**src/rtl/path_sink.sv**
```systemverilog
// Memory-side responder for two `path` requesters: round-robin burst grants,
// tail-beat drain, sequential log memory with a registered read port.
module path_sink #(
  parameter int unsigned DWIDTH = 8,
  parameter int unsigned AWIDTH = 5,
  parameter int unsigned BURST  = 10
) (
  input  logic              clk,
  input  logic              rst_n,
  input  logic              req1_i,
  input  logic              req2_i,
  input  logic              valid1_i,
  input  logic              valid2_i,
  input  logic [DWIDTH-1:0] data1_i,
  input  logic [DWIDTH-1:0] data2_i,
  output logic              gnt1_o,
  output logic              gnt2_o,
  input  logic              clr_i,
  input  logic              rd_en_i,
  input  logic [AWIDTH-1:0] rd_addr_i,
  output logic [DWIDTH-1:0] rd_data_o,
  output logic [AWIDTH:0]   wr_cnt_o,
  output logic              full_o,
  output logic              err_o
);

  localparam int unsigned DEPTH = 2 ** AWIDTH;
  localparam int unsigned CW    = AWIDTH + 1;
  localparam int unsigned TW    = 4;

  typedef enum logic [1:0] {IDLE, GNT1, GNT2, DRAIN} state_t;

  state_t            state_q, state_d;
  logic [1:0]        owner_q, owner_d;
  logic [1:0]        last_q, last_d;
  logic [TW-1:0]     tcnt_q, tcnt_d;
  logic [AWIDTH-1:0] wr_ptr_q, wr_ptr_d, wr_addr;
  logic [CW-1:0]     wr_cnt_q, wr_cnt_d, space;
  logic              full_q, full_d, err_q, err_d;
  logic              gnt1_q, gnt1_d, gnt2_q, gnt2_d;
  logic [DWIDTH-1:0] rd_data_q, rd_data_d, wdata;
  logic              ok1, ok2, accept, we;

  logic [DWIDTH-1:0] mem [DEPTH];

  // Beat acceptance, write pointer/count and error tracking
  always_comb begin
    ok1      = (state_q == GNT1) || (state_q == DRAIN && owner_q == 2'd1);
    ok2      = (state_q == GNT2) || (state_q == DRAIN && owner_q == 2'd2);
    accept   = (valid1_i && ok1) || (valid2_i && ok2);
    wdata    = (valid2_i && ok2) ? data2_i : data1_i;
    we       = accept && (clr_i || !full_q);
    wr_addr  = clr_i ? '0 : wr_ptr_q;
    wr_cnt_d = clr_i ? '0 : wr_cnt_q;
    err_d    = clr_i ? 1'b0 : err_q;
    wr_ptr_d = wr_addr;
    if (we) begin
      wr_ptr_d = wr_addr + AWIDTH'(1);
      wr_cnt_d = wr_cnt_d + CW'(1);
    end
    if (!clr_i && ((valid1_i && !ok1) || (valid2_i && !ok2) || (accept && full_q)))
      err_d = 1'b1;
    full_d    = (wr_cnt_d == CW'(DEPTH));
    space     = CW'(DEPTH) - wr_cnt_d;
    rd_data_d = rd_en_i ? mem[rd_addr_i] : rd_data_q;
  end

  // Arbitration and tenure control
  always_comb begin
    state_d = state_q;
    owner_d = owner_q;
    last_d  = last_q;
    tcnt_d  = tcnt_q;
    case (state_q)
      IDLE: begin
        tcnt_d = '0;
        if (space >= CW'(2)) begin
          if (req1_i && (!req2_i || last_q == 2'd2)) begin
            state_d = GNT1;
            owner_d = 2'd1;
            last_d  = 2'd1;
          end else if (req2_i) begin
            state_d = GNT2;
            owner_d = 2'd2;
            last_d  = 2'd2;
          end
        end
      end
      GNT1: begin
        tcnt_d = tcnt_q + TW'(1);
        if (!req1_i || tcnt_q == TW'(BURST - 1) || space <= CW'(1))
          state_d = DRAIN;
      end
      GNT2: begin
        tcnt_d = tcnt_q + TW'(1);
        if (!req2_i || tcnt_q == TW'(BURST - 1) || space <= CW'(1))
          state_d = DRAIN;
      end
      DRAIN: begin
        tcnt_d  = '0;
        state_d = IDLE;
      end
      default: state_d = IDLE;
    endcase
    gnt1_d = (state_d == GNT1);
    gnt2_d = (state_d == GNT2);
  end

  always_ff @(posedge clk) begin
    if (!rst_n) begin
      state_q   <= IDLE;
      owner_q   <= 2'd1;
      last_q    <= 2'd2;
      tcnt_q    <= '0;
      wr_ptr_q  <= '0;
      wr_cnt_q  <= '0;
      full_q    <= 1'b0;
      err_q     <= 1'b0;
      gnt1_q    <= 1'b0;
      gnt2_q    <= 1'b0;
      rd_data_q <= '0;
    end else begin
      state_q   <= state_d;
      owner_q   <= owner_d;
      last_q    <= last_d;
      tcnt_q    <= tcnt_d;
      wr_ptr_q  <= wr_ptr_d;
      wr_cnt_q  <= wr_cnt_d;
      full_q    <= full_d;
      err_q     <= err_d;
      gnt1_q    <= gnt1_d;
      gnt2_q    <= gnt2_d;
      rd_data_q <= rd_data_d;
    end
  end

  // Log storage is intentionally not reset
  always_ff @(posedge clk) begin
    if (we) mem[wr_addr] <= wdata;
  end

  assign gnt1_o    = gnt1_q;
  assign gnt2_o    = gnt2_q;
  assign wr_cnt_o  = wr_cnt_q;
  assign full_o    = full_q;
  assign err_o     = err_q;
  assign rd_data_o = rd_data_q;

endmodule
```
**config.mk**
```make
export PLATFORM = sky130hd
export DESIGN_NAME = path_sink
export DESIGN_NICKNAME = d
export VERILOG_FILES = /design/src/rtl/path_sink.sv
export SDC_FILE = /design/constraint.sdc
export NUM_CORES = 1
export LEC_CHECK = 0
export BUFFER_PORTS_ARGS = -buffer_cell sky130_fd_sc_hd__buf_2
export CAP_MARGIN = 20
export CORE_ASPECT_RATIO = 1.1
export CORE_MARGIN = 3
export CORE_UTILIZATION = 61
export DETAILED_ROUTE_END_ITERATION = 16
export GPL_ROUTABILITY_DRIVEN = 0
export PLACE_DENSITY = 0.79
export SKIP_LAST_GASP = 1
export SLEW_MARGIN = 15
export SYNTH_ARGS = -nofsm -noshare
export SYNTH_HDL_FRONTEND = slang
export SYNTH_SLANG_ARGS = --single-unit
export TNS_END_PERCENT = 100
```
**constraint.sdc**
```tcl
create_clock -name clk -period 5.05 [get_ports clk]
set_input_delay 1.01 -clock clk [delete_from_list [all_inputs] [get_ports clk]]
set_output_delay 1.01 -clock clk [all_outputs]
set_load 0.02 [all_outputs]
```
Yosys cells after proc, flatten, opt, wreduce, memory -nomap -nowiden. Memory sizes are Yosys's and may differ from the RTL's. A register that Yosys moved wholly into a read port is not among the register bits. Index checks and enable logic that the tools add are counted. Widths: inputs -> output; s select.

Bits of input ports: 29. Memories: 1. Output and inout bits: 18. Bits in registers: 25. Word-level logic and storage cells: 79. Memory bits (writable): 256.

Memory list: mem (depth 32, bits a word 8, rd ports 1, clocked after memory_dff 1, write ports 1, RTL line 44) `logic [DWIDTH-1:0] mem [DEPTH];`.

Eq/ne operators: 10. Reduce and logical (&&, ||, !) cells: 34. Add/sub/neg operators: 4. Order comparisons: 2. Multiplexer cells: 18.

Operators by type and width (count): $mux 2 (7); $mux 6 (2); $logic_or 1x1->1 (11); $eq 2x2->1 const B (5); $logic_and 1x1->1 (10); $mux 5 (2); $mux 8 (1); $pmux 2 s4 (1); $pmux 4 s2 (1); $logic_not 1->1 (7); $add 6x1->6 const B (1); $eq 2x1->1 const B (3); $eq 6x6->1 const B (1); $ge 6x2->1 const B (1); $le 6x1->1 const B (1); $sub 6x6->6 const A (1); $add 5x1->5 const B (1); $add 4x1->4 const B (1); $eq 4x4->1 const B (1); $mux 1 (4); $reduce_bool 2->1 (2); $reduce_or 2->1 (2); $reduce_and 3->1 (1); $logic_not 2->1 (1).

Logic depth before layout (Yosys ltp).
Word-level depth: 13. Mapped depth: 15. Mapped depth without buffers: 13.

Worst setup path before layout. No wires, ideal clock.

Kind: in2reg. Start: input valid2_i. End: register gnt2_q, in the netlist gnt2_o. Stages on the path: 14. Arrival: 3.768 ns. Data required time: 4.933 ns. Library setup time: 0.117 ns. Path slack: 1.165 ns. Path buffers: 2. Path through: nand2_2 a21o_1 buf_2 a21boi_1 clkbuf_1 xnor2_1 ha_1 inv_1 o2111a_1 a31oi_1 a2111o_1 a2111oi_4 o211a_1 and4b_1.

Longest elaborated chain between the ends: 10. Elaborated cells on any way between the ends: 14. Those cells by class: add/sub (1); order compare (2); eq/ne (1); mux (5); reduce/logical (5).

RTL lines: start, declared (RTL line 13) `input logic valid2_i,`; $logic_and 1x1->1 * (RTL line 50) `accept = (valid1_i && ok1) || (valid2_i && ok2);`; $logic_or 1x1->1 * (RTL line 50); $logic_and 1x1->1 * (RTL line 52) `we = accept && (clr_i || !full_q);`; $mux 6 * (RTL line 57) `if (we) begin`; $sub 6x6->6 * (RTL line 64) `space = CW'(DEPTH) - wr_cnt_d;`; $le 6x1->1 (RTL line 91, 96); $logic_or 1x1->1, on equally long branches (RTL line 96, 91); $mux 2, on equally long branches (RTL line 96, 91); $pmux 2 s4 * (RTL line 74) `case (state_q)`; $eq 2x2->1 * (RTL line 106) `gnt2_d = (state_d == GNT2);`; end signal, assigned (RTL line 132) `gnt2_q <= gnt2_d;`; end, declared (RTL line 40) `logic gnt1_q, gnt1_d, gnt2_q, gnt2_d;`.

Every way passes the cells marked *; elsewhere a longest branch is shown, timed or not. A chain may end at the register's enable or synchronous reset.

Worst setup path after layout.
Start: register state_q[1]. End: register gnt2_q, in the netlist gnt2_o.

Longest elaborated chain between the ends: 13. Elaborated cells on any way between the ends: 25. Those cells by class: add/sub (1); order compare (2); eq/ne (4); mux (7); reduce/logical (11).

RTL lines: start, declared (RTL line 33) `state_t state_q, state_d;`; start signal, assigned (RTL line 123) `state_q <= state_d;`; $eq 2x2->1 (RTL line 48, 49, 74); $logic_and 1x1->1, on equally long branches (RTL line 48, 49); $logic_or 1x1->1, on equally long branches (RTL line 48, 49); $logic_and 1x1->1 (RTL line 50); $logic_or 1x1->1 (RTL line 50); $logic_and 1x1->1 (RTL line 52); $mux 6 (RTL line 57); $sub 6x6->6 (RTL line 64); $le 6x1->1 (RTL line 91, 96); $logic_or 1x1->1, on equally long branches (RTL line 96, 91); $mux 2, on equally long branches (RTL line 96, 91); $pmux 2 s4 * (RTL line 74); $eq 2x2->1 * (RTL line 106).

Marked as above.

==> results.py <==
metrics = {
    "layout": {
        "drive_gt1_frac": 0.270,
        "antenna_cells": 0,
        "nets": 734,
        "fin_cells": 957,
        "syn_to_final_growth_pct": 12.3,
    },
    "routing": {
        "wl_per_cell_um": 25.1,
        "vias_per_cell": 6.38,
        "dr.first_iter.drc_count": 650,
        "drc": 0,
        "drtAntennaViolNets": 0,
        "num_vias": 6106,
        "wl_mm": 24.0,
        "drtPass1Iterations": 5,
    },
    "global_route": {
        "grt_overflow": 0,
        "grt_max_degree": 65,
        "grt_usage": 0.232,
        "antenna_found_initial": 0,
        "grt_first_pass_wirelength_mm": 37.1,
        "first_global_vias": 6263,
    },
    "worst_setup_path": {
        "regToRegStartpoint": "state_q[1]",
        "start_kind": "register",
        "critPathArrivalTime_ns": 4.18,
        "crit_required_ns": 5.46,
        "reg2reg_depth": 13,
        "critPathMaxFanout": 13,
        "slowest_stage": "dfxtp_1",
        "cpPeakStageDelay_ns": 0.69,
        "startpoint": "state_q[1]",
        "cp-end-kind": "register",
        "r2r_end": "gnt2_o",
        "cp-endpoint": "gnt2_o",
        "crit_chain": "nand2_2 -> a21o_1 -> a21boi_1 -> buf_4 -> xnor2_1 -> ha_1 -> inv_1 -> o2111a_1 -> a31oi_1 -> a2111o_1 -> a2111oi_4 -> o211a_1 -> and4b_1",
        "ff2ff_setup_slack_ns": 1.28,
        "path_class": "register to register",
    },
    "timing": {
        "fin_ws_ns": 1.28,
        "period_share": 0.746,
        "setup_tns_ns": 0,
        "setup_viol": 0,
        "rsz0062_at_grt": "false",
        "worst_slew_pin_slew_ns": 0.926,
        "final_hold_viol_count": 0,
        "fin_hold_ws_ns": 0.479,
        "drv_slew": 0,
        "timing.slew.headroom": 0.383,
        "post-route-min-period_ns": 3.77,
        "timing.fmax_mhz": 266,
        "fin_skew_ns": 0.0180,
    },
    "cts": {
        "cts_setup_buffers": 0,
        "clk_pin_slew_ns": 0.06,
        "ctsHoldBuffers": 0,
        "cts.sinks": 289,
        "cts.path.max_buffers": 3,
        "htree_levels": 1,
        "post_cts_resized": 0,
        "worstSkewPairLatency_ns": 0.53,
        "root_buffer": "clkbuf_16",
        "cts_tree": "built",
        "cts_buffers": 27,
    },
    "floorplanning": {
        "rows": 52,
        "dieArea_um2": 21000,
        "ios": 47,
        "die_w_um": 138,
        "die-height_um": 152,
        "core_um2": 18700,
        "start_util": 0.630,
    },
    "power": {
        "p_int_mw": 4.07,
        "ir_worst_vdd_v": 0.000268,
        "sw_frac_of_total": 0.217,
        "p_total_mw": 5.20,
        "clkPwrFrac": 0.401,
        "powerDensity_nw_per_um2": 393,
        "power_leakage_nw": 4.42,
        "seqPwrFrac": 0.520,
        "power_switching_mw": 1.12,
        "p_comb_frac": 0.080,
    },
    "yosys": {
        "synth_common_cells": "edfxtp_1 (256), mux4_2 (80), nor2_1 (65), nand2_1 (48), dfxtp_1 (33)",
        "syn_avg_cell_area_um2": 18.3,
        "ys_seq_area_frac": 0.709,
        "synth_edf_count": 256,
        "yosysMostFrequentCell": "edfxtp_1",
        "syn_inst": 644,
        "ys_ff_latch": 289,
        "yosys_most_used_dff": "edfxtp_1",
        "yosys_warnings": 0,
        "synth_top_area_cell": "edfxtp_1",
        "synthTopCellsByArea": "edfxtp_1 (65%), mux4_2 (15%), dfxtp_1 (5.6%)",
        "yosysUniqueCellTypes": 57,
        "synth_top_area_frac": 0.653,
        "synth-async-reset-ratio": 0,
        "synth_area_um2": 11800,
        "synth_nets": 682,
    },
    "run_status": {
        "status": "complete, no violations",
    },
    "placed_design": {
        "io_buffers": 46,
        "dpl.cell_count": 905,
        "hpwl_mm": 14.5,
        "pre_cts_slack_ns": 0.971,
    },
    "flow_run": {
        "maxCapViolations": 0,
    },
    "hold_path": {
        "hold_class": "register to register",
    },
}
## sequential cells by signal (all words and copies together), names as in the netlist
name       count
gnt2_o         1
owner_q        2
full_o         1
last_q         2
err_o          1
wr_cnt_o       6
tcnt_q         4
rd_data_o      8
wr_ptr_q       5
gnt1_o         1
state_q        2
mem          256
## cell type report
class	count	area, um2
fillers	1091	5460
clock inverters	9	134
repair buffers	53	338
inverters	13	48.8
flip-flops and latches	289	8350
well taps	243	304
clock buffers	38	788
multi-input cells	312	3250
## how the worst min path moves through the flow
stage              start         to  slack, ns  cells after the start
4_1_cts            err_o      err_o       0.48                      2
5_1_grt            err_o      err_o       0.50                      2
3_3_place_gp   tcnt_q[0]  tcnt_q[0]       0.44                      1
6_report           err_o      err_o       0.48                      2
2_1_floorplan  tcnt_q[0]  tcnt_q[0]       0.43                      1
3_5_place_dp       err_o      err_o       0.47                      2
## cell families after synthesis
kind of cell	after synthesis	share of synthesized area
compound gates	56	0.0412
mux	89	0.161
fa+ha+maj	9	0.00957
simple gates	147	0.0560
buf+inv	43	0.0148
xor+xnor	11	0.00819
flops	289	0.709
## metal layers
metal  up-vias  global-route usage  wire length (um)
met2       276               0.399             12300
li1       2664                   -                 -
met3        40              0.0408              1880
met5         -                   0                 0
met4         0              0.0543               479
met1      3126               0.319              9400
## metrics by stage
step	instance area, um2	utilization
CTS	13100	0.703
global placement	12200	0.654
detailed placement	12200	0.654
floorplan	11800	-
global route	13200	0.708
finish	13200	0.708
## worst max-delay path, delay by kind of cell (launching register included)
family	cells	cell delay [ns]
buffers and inverters	2	0.33
adder cells (fa/ha/maj)	1	0.21
XOR/XNOR	1	0.14
flip-flops	1	0.69
AND/OR/NAND/NOR	2	0.35
AO/OA/AOI/OAI	7	1.94
## placed cells by master (no fill, tap or decap), drive strengths merged, types with 4 or more instances in the layout
master	n
nand2	49
o2111ai	4
nand2b	4
o21ai	4
xor2	5
nor2b	11
inv	12
mux2i	9
a211oi	9
edfxtp	256
ha	9
xnor2	6
a21oi	11
clkinv	7
nor2	65
buf	53
clkbuf	38
a21o	4
dfxtp	33
mux4	80
## power by group through the flow
stage          Clock, mW  Sequential [mW]  Combinational [mW]
2_1_floorplan          0             2.75               0.268
3_3_place_gp           0             2.75               0.371
3_5_place_dp           0             2.76               0.393
4_1_cts             2.10             2.70               0.400
5_1_grt             2.19             2.70               0.446
6_report            2.08             2.70               0.414
No activity file was read; power rests on OpenSTA's default activity.
